## src/rtl/trap_exit_reporter_pkg.sv

```systemverilog
// +----------------------------------------------------------------------------+
// | trap_exit_reporter_pkg                                                     |
// | Shared types and constants for the simulation-exit reporter.               |
// | Revision: 1.0                                                              |
// +----------------------------------------------------------------------------+
`default_nettype none

package trap_exit_reporter_pkg;

  typedef enum logic [1:0] {
    ST_RUN   = 2'd0,
    ST_DRAIN = 2'd1,
    ST_EXIT  = 2'd2
  } state_t;

  typedef enum logic [1:0] {
    CAUSE_NONE    = 2'd0,
    CAUSE_EBREAK  = 2'd1,
    CAUSE_TIMEOUT = 2'd2
  } cause_t;

  localparam logic [31:0] EBREAK = 32'h0010_0073;

endpackage

`default_nettype wire

```

## src/rtl/trap_exit_reporter_if.sv

```systemverilog
// +----------------------------------------------------------------------------+
// | trap_exit_reporter_if                                                      |
// | Commit-port inputs and the exit/counter outputs toward the DEBUG monitor.  |
// | Revision: 1.0                                                              |
// +----------------------------------------------------------------------------+
`default_nettype none

interface trap_exit_reporter_if #(
  parameter int XLEN = 64
);
  logic            commit_valid;
  logic [XLEN-1:0] commit_pc;
  logic [31:0]     commit_inst;
  logic [XLEN-1:0] a0_value;
  logic            sb_empty;

  logic            exit;
  logic [XLEN-1:0] exit_pc;
  logic [XLEN-1:0] exit_a0;
  logic [31:0]     exit_inst;
  logic [1:0]      exit_cause;
  logic [XLEN-1:0] cycle_cnt;
  logic [XLEN-1:0] instret_cnt;

  modport master (
    output commit_valid, commit_pc, commit_inst, a0_value, sb_empty,
    input  exit, exit_pc, exit_a0, exit_inst, exit_cause, cycle_cnt, instret_cnt
  );

  modport slave (
    input  commit_valid, commit_pc, commit_inst, a0_value, sb_empty,
    output exit, exit_pc, exit_a0, exit_inst, exit_cause, cycle_cnt, instret_cnt
  );
endinterface

`default_nettype wire

```

## src/rtl/trap_exit_reporter_exit_watchdog.sv

```systemverilog
// +----------------------------------------------------------------------------+
// | exit_watchdog                                                              |
// | No-commit counter with clear/enable and an all-ones flag.                  |
// | Revision: 1.0                                                              |
// +----------------------------------------------------------------------------+
`default_nettype none

module exit_watchdog #(
  parameter int WDT_W = 20
) (
  input  wire logic clk,
  input  wire logic rst_n,
  input  wire logic i_clr,
  input  wire logic i_en,
  output logic      o_full
);

  logic [WDT_W-1:0] r_cnt;

  always_ff @(posedge clk or negedge rst_n) begin
    if (!rst_n) begin
      r_cnt <= '0;
    end else if (i_clr) begin
      r_cnt <= '0;
    end else if (i_en) begin
      r_cnt <= r_cnt + 1'b1;
    end
  end

  assign o_full = &r_cnt;

endmodule

`default_nettype wire

```

## src/rtl/trap_exit_reporter.sv

```systemverilog
// +----------------------------------------------------------------------------+
// | trap_exit_reporter                                                         |
// | Detects ebreak / commit timeout, drains, then raises a sticky exit report. |
// | Revision: 1.0                                                              |
// +----------------------------------------------------------------------------+
`default_nettype none

module trap_exit_reporter
  import trap_exit_reporter_pkg::*;
#(
  parameter int XLEN      = 64,
  parameter int DRAIN_CYC = 4,
  parameter int WDT_W     = 20
) (
  input  wire logic             clk,
  input  wire logic             rst_n,
  trap_exit_reporter_if.slave   bus
);

  localparam int DRAIN_W = (DRAIN_CYC > 1) ? $clog2(DRAIN_CYC) : 1;
  localparam logic [DRAIN_W-1:0] c_DRAIN_INIT = DRAIN_W'(DRAIN_CYC - 1);

  state_t            r_state;
  logic              r_exit;
  logic [XLEN-1:0]   r_exit_pc;
  logic [XLEN-1:0]   r_exit_a0;
  logic [31:0]       r_exit_inst;
  cause_t            r_exit_cause;
  logic [XLEN-1:0]   r_cycle_cnt;
  logic [XLEN-1:0]   r_instret_cnt;
  logic [XLEN-1:0]   r_last_pc;
  logic [31:0]       r_last_inst;
  logic [DRAIN_W-1:0] r_drain;

  logic w_run;
  logic w_is_ebreak;
  logic w_wdt_full;
  logic w_wdt_clr;
  logic w_wdt_en;
  logic w_timeout;

  assign w_run       = (r_state == ST_RUN);
  assign w_is_ebreak = bus.commit_valid && (bus.commit_inst == EBREAK);
  assign w_wdt_clr   = w_run && bus.commit_valid;
  // Stop counting on the timeout cycle so the value stays frozen through DRAIN.
  assign w_wdt_en    = w_run && !bus.commit_valid && !w_wdt_full;
  assign w_timeout   = w_run && !bus.commit_valid && w_wdt_full;

  exit_watchdog #(
    .WDT_W (WDT_W)
  ) u_wdt (
    .clk    (clk),
    .rst_n  (rst_n),
    .i_clr  (w_wdt_clr),
    .i_en   (w_wdt_en),
    .o_full (w_wdt_full)
  );

  always_ff @(posedge clk or negedge rst_n) begin
    if (!rst_n) begin
      r_state       <= ST_RUN;
      r_exit        <= 1'b0;
      r_exit_pc     <= '0;
      r_exit_a0     <= '0;
      r_exit_inst   <= '0;
      r_exit_cause  <= CAUSE_NONE;
      r_cycle_cnt   <= '0;
      r_instret_cnt <= '0;
      r_last_pc     <= '0;
      r_last_inst   <= '0;
      r_drain       <= '0;
    end else begin
      case (r_state)
        ST_RUN: begin
          r_cycle_cnt <= r_cycle_cnt + 1'b1;
          if (bus.commit_valid) begin
            r_instret_cnt <= r_instret_cnt + 1'b1;
            r_last_pc     <= bus.commit_pc;
            r_last_inst   <= bus.commit_inst;
          end
          if (w_is_ebreak) begin
            r_exit_pc    <= bus.commit_pc;
            r_exit_inst  <= bus.commit_inst;
            r_exit_a0    <= bus.a0_value;
            r_exit_cause <= CAUSE_EBREAK;
            r_drain      <= c_DRAIN_INIT;
            r_state      <= ST_DRAIN;
          end else if (w_timeout) begin
            r_exit_pc    <= r_last_pc;
            r_exit_inst  <= r_last_inst;
            r_exit_a0    <= {XLEN{1'b1}};
            r_exit_cause <= CAUSE_TIMEOUT;
            r_drain      <= c_DRAIN_INIT;
            r_state      <= ST_DRAIN;
          end
        end
        ST_DRAIN: begin
          r_cycle_cnt <= r_cycle_cnt + 1'b1;
          if (r_drain != '0) begin
            r_drain <= r_drain - 1'b1;
          end else if (bus.sb_empty) begin
            r_exit  <= 1'b1;
            r_state <= ST_EXIT;
          end
        end
        ST_EXIT: begin
          r_exit <= 1'b1;
        end
        default: begin
          r_state <= ST_RUN;
        end
      endcase
    end
  end

  assign bus.exit        = r_exit;
  assign bus.exit_pc     = r_exit_pc;
  assign bus.exit_a0     = r_exit_a0;
  assign bus.exit_inst   = r_exit_inst;
  assign bus.exit_cause  = r_exit_cause;
  assign bus.cycle_cnt   = r_cycle_cnt;
  assign bus.instret_cnt = r_instret_cnt;

endmodule

`default_nettype wire

```

## src/flat_wrapper.sv

```systemverilog
// flat-port wrapper written by rule: the top's interface ports become plain ports
module trap_exit_reporter_flat import trap_exit_reporter_pkg::*;
#(
  parameter int XLEN      = 64,
  parameter int DRAIN_CYC = 4,
  parameter int WDT_W     = 20
)
  (clk, rst_n, bus_commit_valid, bus_commit_pc, bus_commit_inst, bus_a0_value, bus_sb_empty, bus_exit, bus_exit_pc, bus_exit_a0, bus_exit_inst, bus_exit_cause, bus_cycle_cnt, bus_instret_cnt);
  trap_exit_reporter_if #(.XLEN(XLEN)) bus_i ();
  input  wire logic clk;
  input  wire logic rst_n;
  input wire logic [$bits(bus_i.commit_valid)-1:0] bus_commit_valid;
  input wire logic [$bits(bus_i.commit_pc)-1:0] bus_commit_pc;
  input wire logic [$bits(bus_i.commit_inst)-1:0] bus_commit_inst;
  input wire logic [$bits(bus_i.a0_value)-1:0] bus_a0_value;
  input wire logic [$bits(bus_i.sb_empty)-1:0] bus_sb_empty;
  output wire logic [$bits(bus_i.exit)-1:0] bus_exit;
  output wire logic [$bits(bus_i.exit_pc)-1:0] bus_exit_pc;
  output wire logic [$bits(bus_i.exit_a0)-1:0] bus_exit_a0;
  output wire logic [$bits(bus_i.exit_inst)-1:0] bus_exit_inst;
  output wire logic [$bits(bus_i.exit_cause)-1:0] bus_exit_cause;
  output wire logic [$bits(bus_i.cycle_cnt)-1:0] bus_cycle_cnt;
  output wire logic [$bits(bus_i.instret_cnt)-1:0] bus_instret_cnt;
  assign bus_i.commit_valid = bus_commit_valid;
  assign bus_i.commit_pc = bus_commit_pc;
  assign bus_i.commit_inst = bus_commit_inst;
  assign bus_i.a0_value = bus_a0_value;
  assign bus_i.sb_empty = bus_sb_empty;
  assign bus_exit = bus_i.exit;
  assign bus_exit_pc = bus_i.exit_pc;
  assign bus_exit_a0 = bus_i.exit_a0;
  assign bus_exit_inst = bus_i.exit_inst;
  assign bus_exit_cause = bus_i.exit_cause;
  assign bus_cycle_cnt = bus_i.cycle_cnt;
  assign bus_instret_cnt = bus_i.instret_cnt;
  trap_exit_reporter #(.XLEN(XLEN), .DRAIN_CYC(DRAIN_CYC), .WDT_W(WDT_W)) u_core (.clk(clk), .rst_n(rst_n), .bus(bus_i));
endmodule
```

## config.mk

```make
export PLATFORM = sky130hd
export DESIGN_NAME = trap_exit_reporter_flat
export DESIGN_NICKNAME = d
export VERILOG_FILES = /design/src/rtl/trap_exit_reporter_pkg.sv /design/src/rtl/trap_exit_reporter_if.sv /design/src/rtl/trap_exit_reporter_exit_watchdog.sv /design/src/rtl/trap_exit_reporter.sv /design/src/flat_wrapper.sv
export SDC_FILE = /design/constraint.sdc
export NUM_CORES = 1
export LEC_CHECK = 0
export CAP_MARGIN = 10
export CORE_ASPECT_RATIO = 0.8
export CORE_MARGIN = 8
export CORE_UTILIZATION = 44
export CTS_CLUSTER_SIZE = 12
export DETAILED_ROUTE_END_ITERATION = 10
export GPL_ROUTABILITY_DRIVEN = 0
export PLACE_DENSITY = 0.84
export SLEW_MARGIN = 20
export SYNTH_ARGS = -nofsm -noshare
export SYNTH_HDL_FRONTEND = slang
export SYNTH_SLANG_ARGS = --single-unit
```

## constraint.sdc

```tcl
create_clock -name clk -period 2.1 [get_ports clk]
set_input_delay 0.63 -clock clk [delete_from_list [all_inputs] [get_ports clk]]
set_output_delay 0.63 -clock clk [all_outputs]
set_load 0.01 [all_outputs]
```

* Yosys cells after proc, flatten, opt, wreduce, memory -nomap -nowiden
Index checks and enable logic that the tools add are counted.
Word-level totals: output and inout bits 291, logic and storage cells 66, flip-flop bits (word level) 411
Cells by class: bitwise logic cells 1, equality and inequality tests 7, reduce and logical (&&, ||, !) cells 20, mux-type cells 22, add/sub/neg operators 4
Operators by type and width (count):
- 2-to-1 mux 64 bit | 4
- adder 64 x 1 -> 64 bit, second input constant | 2
- 2-to-1 mux 32 bit | 2
- 2-to-1 mux 20 bit | 2
- equality test 32 x 21 -> 1 bit, second input constant | 1
- adder 20 x 1 -> 20 bit, second input constant | 1
- AND reduction 20 bit | 1
- 2-to-1 mux 2 bit | 9
- nonzero test 2 bit | 5
- case mux 2 bit (3 select lines) | 1
- AND reduction 3 bit | 2
- logical AND 1 bit | 5
- != test 2 bit, second input constant | 2
- case mux 2 bit (2 select lines) | 1
- AND reduction 2 bit | 2
- AND reduction 4 bit | 1
- != test 3 bit, second input constant | 1
- equality test 2 x 1 -> 1 bit, second input constant | 1
- equality test 2 bit, second input constant | 1
- zero test 1 bit | 2
- zero test 2 bit | 1
- 2-to-1 mux 1 bit | 2
- != test 2 x 1 -> 1 bit, second input constant | 1
- case mux 1 bit (2 select lines) | 1
- other kinds (3) | 3

* Longest topological paths before layout
word-level depth 6, depth in mapped cells 9, mapped depth without buffers 6

* By module
A second synthesis with hierarchy kept.
Second synthesis, totals: cells, all modules 1522, area, all modules 17391.7 um^2
Modules (own cells, without submodules):
- trap_exit_reporter | cells an instance 1414, area an instance 16313.1 um^2, instances 1, sequential area each 9784.4 um^2
- exit_watchdog | cells an instance 108, area an instance 1078.5 um^2, instances 1, sequential area each 500.5 um^2

* Least setup slack after synthesis
OpenSTA, ideal clock, no wires.
path kind register -> register, start register u_core.r_state[0], end register u_core.r_exit_inst[10], in the netlist u_core.bus.exit_inst[10], cell stages (with the launch flop) 9, slack -0.199 ns, arrival time 2.178 ns, setup time 0.121 ns, path buffers 3, data required time 1.979 ns, cell sequence dfrtp_1 or2_2 or3_1 buf_2 or3_1 and2_1 buf_2 buf_2 a22o_1
Between the ends: cells in the longest elaborated chain, start to end 5
RTL lines:
- start: declaration | RTL line trap_exit_reporter.sv:23 | state_t r_state;
- start signal: assignment | RTL line trap_exit_reporter.sv:61 | r_state <= ST_RUN;
- start signal: assignment | RTL line trap_exit_reporter.sv:87 | r_state <= ST_DRAIN;
- start signal: assignment | RTL line trap_exit_reporter.sv:94 | r_state <= ST_DRAIN;
- zero test 2 bit * | RTL line trap_exit_reporter.sv:42, trap_exit_reporter.sv:73
- logical AND 1 bit (2 in series) | RTL line trap_exit_reporter.sv:47 | assign w_timeout = w_run && !bus.commit_valid && w_wdt_full;
- nonzero test 2 bit (no line)
- AND reduction 2 bit (no line) *
- end signal: assignment | RTL line trap_exit_reporter.sv:83 | r_exit_inst <= bus.commit_inst;
- end signal: assignment | RTL line trap_exit_reporter.sv:90 | r_exit_inst <= r_last_inst;
- end: declaration | RTL line trap_exit_reporter.sv:27 | logic [31:0] r_exit_inst;
Mark *: on every way between the ends. The rest lies on a longest branch, timed or not. A chain may end at the register's enable or synchronous reset.

* Worst setup path after layout
start register u_core.r_state[0], end register u_core.r_exit_pc[3], in the netlist u_core.bus.exit_pc[3]
Between the ends: cells in the longest elaborated chain, start to end 5
RTL lines:
- zero test 2 bit * | RTL line trap_exit_reporter.sv:42, trap_exit_reporter.sv:73
- logical AND 1 bit (2 in series) | RTL line trap_exit_reporter.sv:47
- nonzero test 2 bit (no line)
- AND reduction 2 bit (no line) *
- end signal: assignment | RTL line trap_exit_reporter.sv:82 | r_exit_pc <= bus.commit_pc;
- end signal: assignment | RTL line trap_exit_reporter.sv:89 | r_exit_pc <= r_last_pc;
- end: declaration | RTL line trap_exit_reporter.sv:25 | logic [XLEN-1:0] r_exit_pc;
Marked as above.

==> flow_summary.toml <==
[layout]
syn2layout_area_growth_pct = 58.13
instances_no_fill = 2802
layout-drive-gt1-share = 0.1984
nNetsFinal = 2449
post-route-util = 0.7029

[clocking]
cts_tree = "yes"
cts-root-buf = "clkbuf_16"
clock-sinks = 411
cts_max_level = 2
clk_path_buf_depth = 3
clock_latency_ps = 560
cts.reportedPaths.clkPinSlew_ps = 60
cts-buffers-inserted = 43

[drt]
drt_first_iter_violations = 1677
vias_per_cell = 5.893
wl_per_cell_um = 23.74
highest_layer = "met5"
drc_errors = 0
wl_met3_mm = 6.458
drtAntennaViolNets = 0
vias = 16510
wl_met1_mm = 24.04
wl_mm = 66.51
met2_length_mm = 32.42
firstDrtPassIters = 6

[sta]
period_minus_slack_ps = 2315
slew_headroom = 0.4556
setup_ws_ps = -215.1
drv_slew = 0
final_hold_viol_count = 0
rsz0062_at_grt = "true"
max_freq_ghz = 0.4320
worst_slew_pin_slew_ps = 816.6
period_share = 1.102
fin_worst_skew_ps = 28.68
setup_violations = 182

[place]
place.detailed.hpwl_mm = 38.62
dp_cells = 2634
post-place-ws_ps = -793.6
portBuffers = 454

[global_routing]
first_global_vias = 16460
grt_first_pass_wirelength_mm = 91.26
track_usage = 0.2499
overflow = 0
grt_max_degree = 71
antenna_found_initial = 4

[worst_setup_path]
crit_family = "simple AND/OR/NAND/NOR gates"
cp-start-kind = "register"
worstPathArrival_ps = 2790
worstPathCellList = "buf_4 -> or2_4 -> or3_4 -> buf_6 -> nor3_4 -> buf_6 -> clkbuf_16 -> clkbuf_16 -> nor3_1 -> nor2_1"
reg2regPathDepth = 10
path_max_fanout = 6
critPathBufInv = 5
critPathKind = "register to register"
reg2reg_to = "u_core.bus.exit_pc[3]"
regToRegStartpoint = "u_core.r_state[0]"
cpMaxStageDelayCell = "or3_4"
r2r_slack_ps = -220
required_ps = 2580
cp_slowest_stage_delay_ps = 430
end_kind = "register"

[pwr]
ir_drop_v = 0.0006465
p_per_area_nw_per_um2 = 661.2
finalPower_mw = 17.72
p_leak_nw = 13.34

[status]
status = "complete, but fails checks"
violations = "setup timing"

[floorplan]
core.rowCount = 64
num_io_pins = 455
die_h_um = 191.5
start_util = 0.4445
die-area_um2 = 45080
fp.dieW_um = 235.4
coreArea_um2 = 38120

[synthesis]
synth_seq_cells = 411
synthCells = 1616
yosysWarnings = 0
synth.most_common_cell = "dfrtp_1"
synth.avg_cell_area_um2 = 10.48
synth-main-ff-cell = "dfrtp_1"
synth_edf_count = 0
ys_seq_area_frac = 0.6070
synth.distinct_cells = 46
synth.net_count = 1784
yosys.area.top_type_share = 0.6070
synth_common_cells = "dfrtp_1, nand2_1, nor2_1"
yosysTopAreaCell = "dfrtp_1"
syn_area_um2 = 16940
synth_async_sr_flop_share = 1.000
synth.area.top_cells = "dfrtp_1, nand2_1, xnor2_1"

[hold_path]
min_path_cells = 3
hold_end = "u_core.r_last_inst[11]"
hp-start = "bus_commit_inst[11]"
min_path_type = "input pin to register"

[run]
maxCapViolations = 0
[area by class of cell]
class | count | area, um^2
diodes | 3 | 7.507
clock buffers | 62 | 1237
clock inverters | 6 | 98.84
fillers | 2495 | 11330
inverters | 19 | 71.32
multi-input cells | 1112 | 7301
flip-flops and latches | 411 | 10300
well taps | 495 | 619.3
repair buffers | 694 | 7152
[flip-flops by register name, indices dropped and copies added (netlist names)]
name                    count
u_core.bus.exit             1
u_core.r_last_pc           64
u_core.bus.cycle_cnt       64
u_core.r_drain              2
u_core.u_wdt.r_cnt         20
u_core.bus.exit_inst       32
u_core.bus.exit_a0         64
u_core.r_last_inst         32
u_core.bus.instret_cnt     64
u_core.bus.exit_pc         64
u_core.r_state              2
u_core.bus.exit_cause       2
[report_power, final]
| group | switching, mW | internal [mW] | leakage [nW] |
|---|---|---|---|
| Sequential | 0.305 | 8.29 | 5.27 |
| Clock | 3.21 | 4.22 | 0.649 |
| Combinational | 0.881 | 0.820 | 7.41 |
| Total | 4.39 | 13.3 | 13.3 |
[worst register-to-register path, delay by kind of cell, from the launching register on]
kind,cells,cell delay (ps)
buffers and inverters,5,760
flip-flops,1,390
AND/OR/NAND/NOR,5,1100
[how the worst max path moves through the flow]
stage	from	end	slack, ps	depth (start not counted)
floorplan	bus_commit_valid	u_core.bus.exit_inst[10]	-70	7
global placement	bus_commit_inst[4]	u_core.bus.exit_pc[40]	-690	8
detailed placement	bus_commit_valid	u_core.bus.exit_pc[42]	-790	7
CTS	u_core.bus.instret_cnt[9]	u_core.bus.instret_cnt[63]	-140	6
global route	u_core.r_state[0]	u_core.r_drain[0]	-300	10
finish	u_core.r_state[0]	u_core.bus.exit_pc[3]	-220	10
[metrics by stage]
step	hold WS, ps	instance area, um^2	TNS [ps]
after floorplan	334.4	17060	-1902
after detailed placement	463.3	23250	-171510
final	433.0	26790	-18420
after CTS	398.9	25210	-4100
after global placement	457.6	23250	-157030
after global routing	439.9	26790	-30550
[routing by layer]
metal,up-vias,GRT usage
met3,308,0.07506
met2,1113,0.4243
li1,6956,-
met5,-,0
met4,4,0.1017
met1,8131,0.2967
[cells in the final DEF, fill, tap and decap left out, types with 26 or more instances in the layout]
master	instances
a22o_1	26
buf_12	30
buf_4	151
clkbuf_16	65
clkdlybuf4s50_1	152
dfrtp_1	396
dlygate4sd2_1	285
nand2_1	355
nand3_1	48
nand4_1	51
nor2_1	112
nor3_1	79
o22a_1	70
o22ai_2	40
xnor2_1	80
xor2_1	56
[timing repair]
item / CTS / global route
pin swaps: 29 / 187
resized for setup: 367 / 156
buffers inserted: 33 / 19
cloned: 14 / 34
hold buffers: 1 / 0
hold endpoints to repair: 32 / 0
endpoints found under the setup margin: 476 / 225
[cell families (layout without fill, tap and decap cells)]
| logic type | Yosys count | after routing | share of synthesized area |
|---|---|---|---|
| AND/OR/NAND/NOR | 782 | 788 | 0.2128 |
| AO/OA/AOI/OAI | 179 | 179 | 0.08020 |
| adder cells (fa/ha/maj) | 4 | 4 | 0.002954 |
| other | 0 | 3 | 0 |
| XOR/XNOR | 137 | 137 | 0.07082 |
| multiplexers | 4 | 4 | 0.002437 |
| buffers and inverters | 99 | 781 | 0.02371 |
| flip-flops | 411 | 411 | 0.6070 |
No activity file was read; power rests on OpenSTA's default activity.
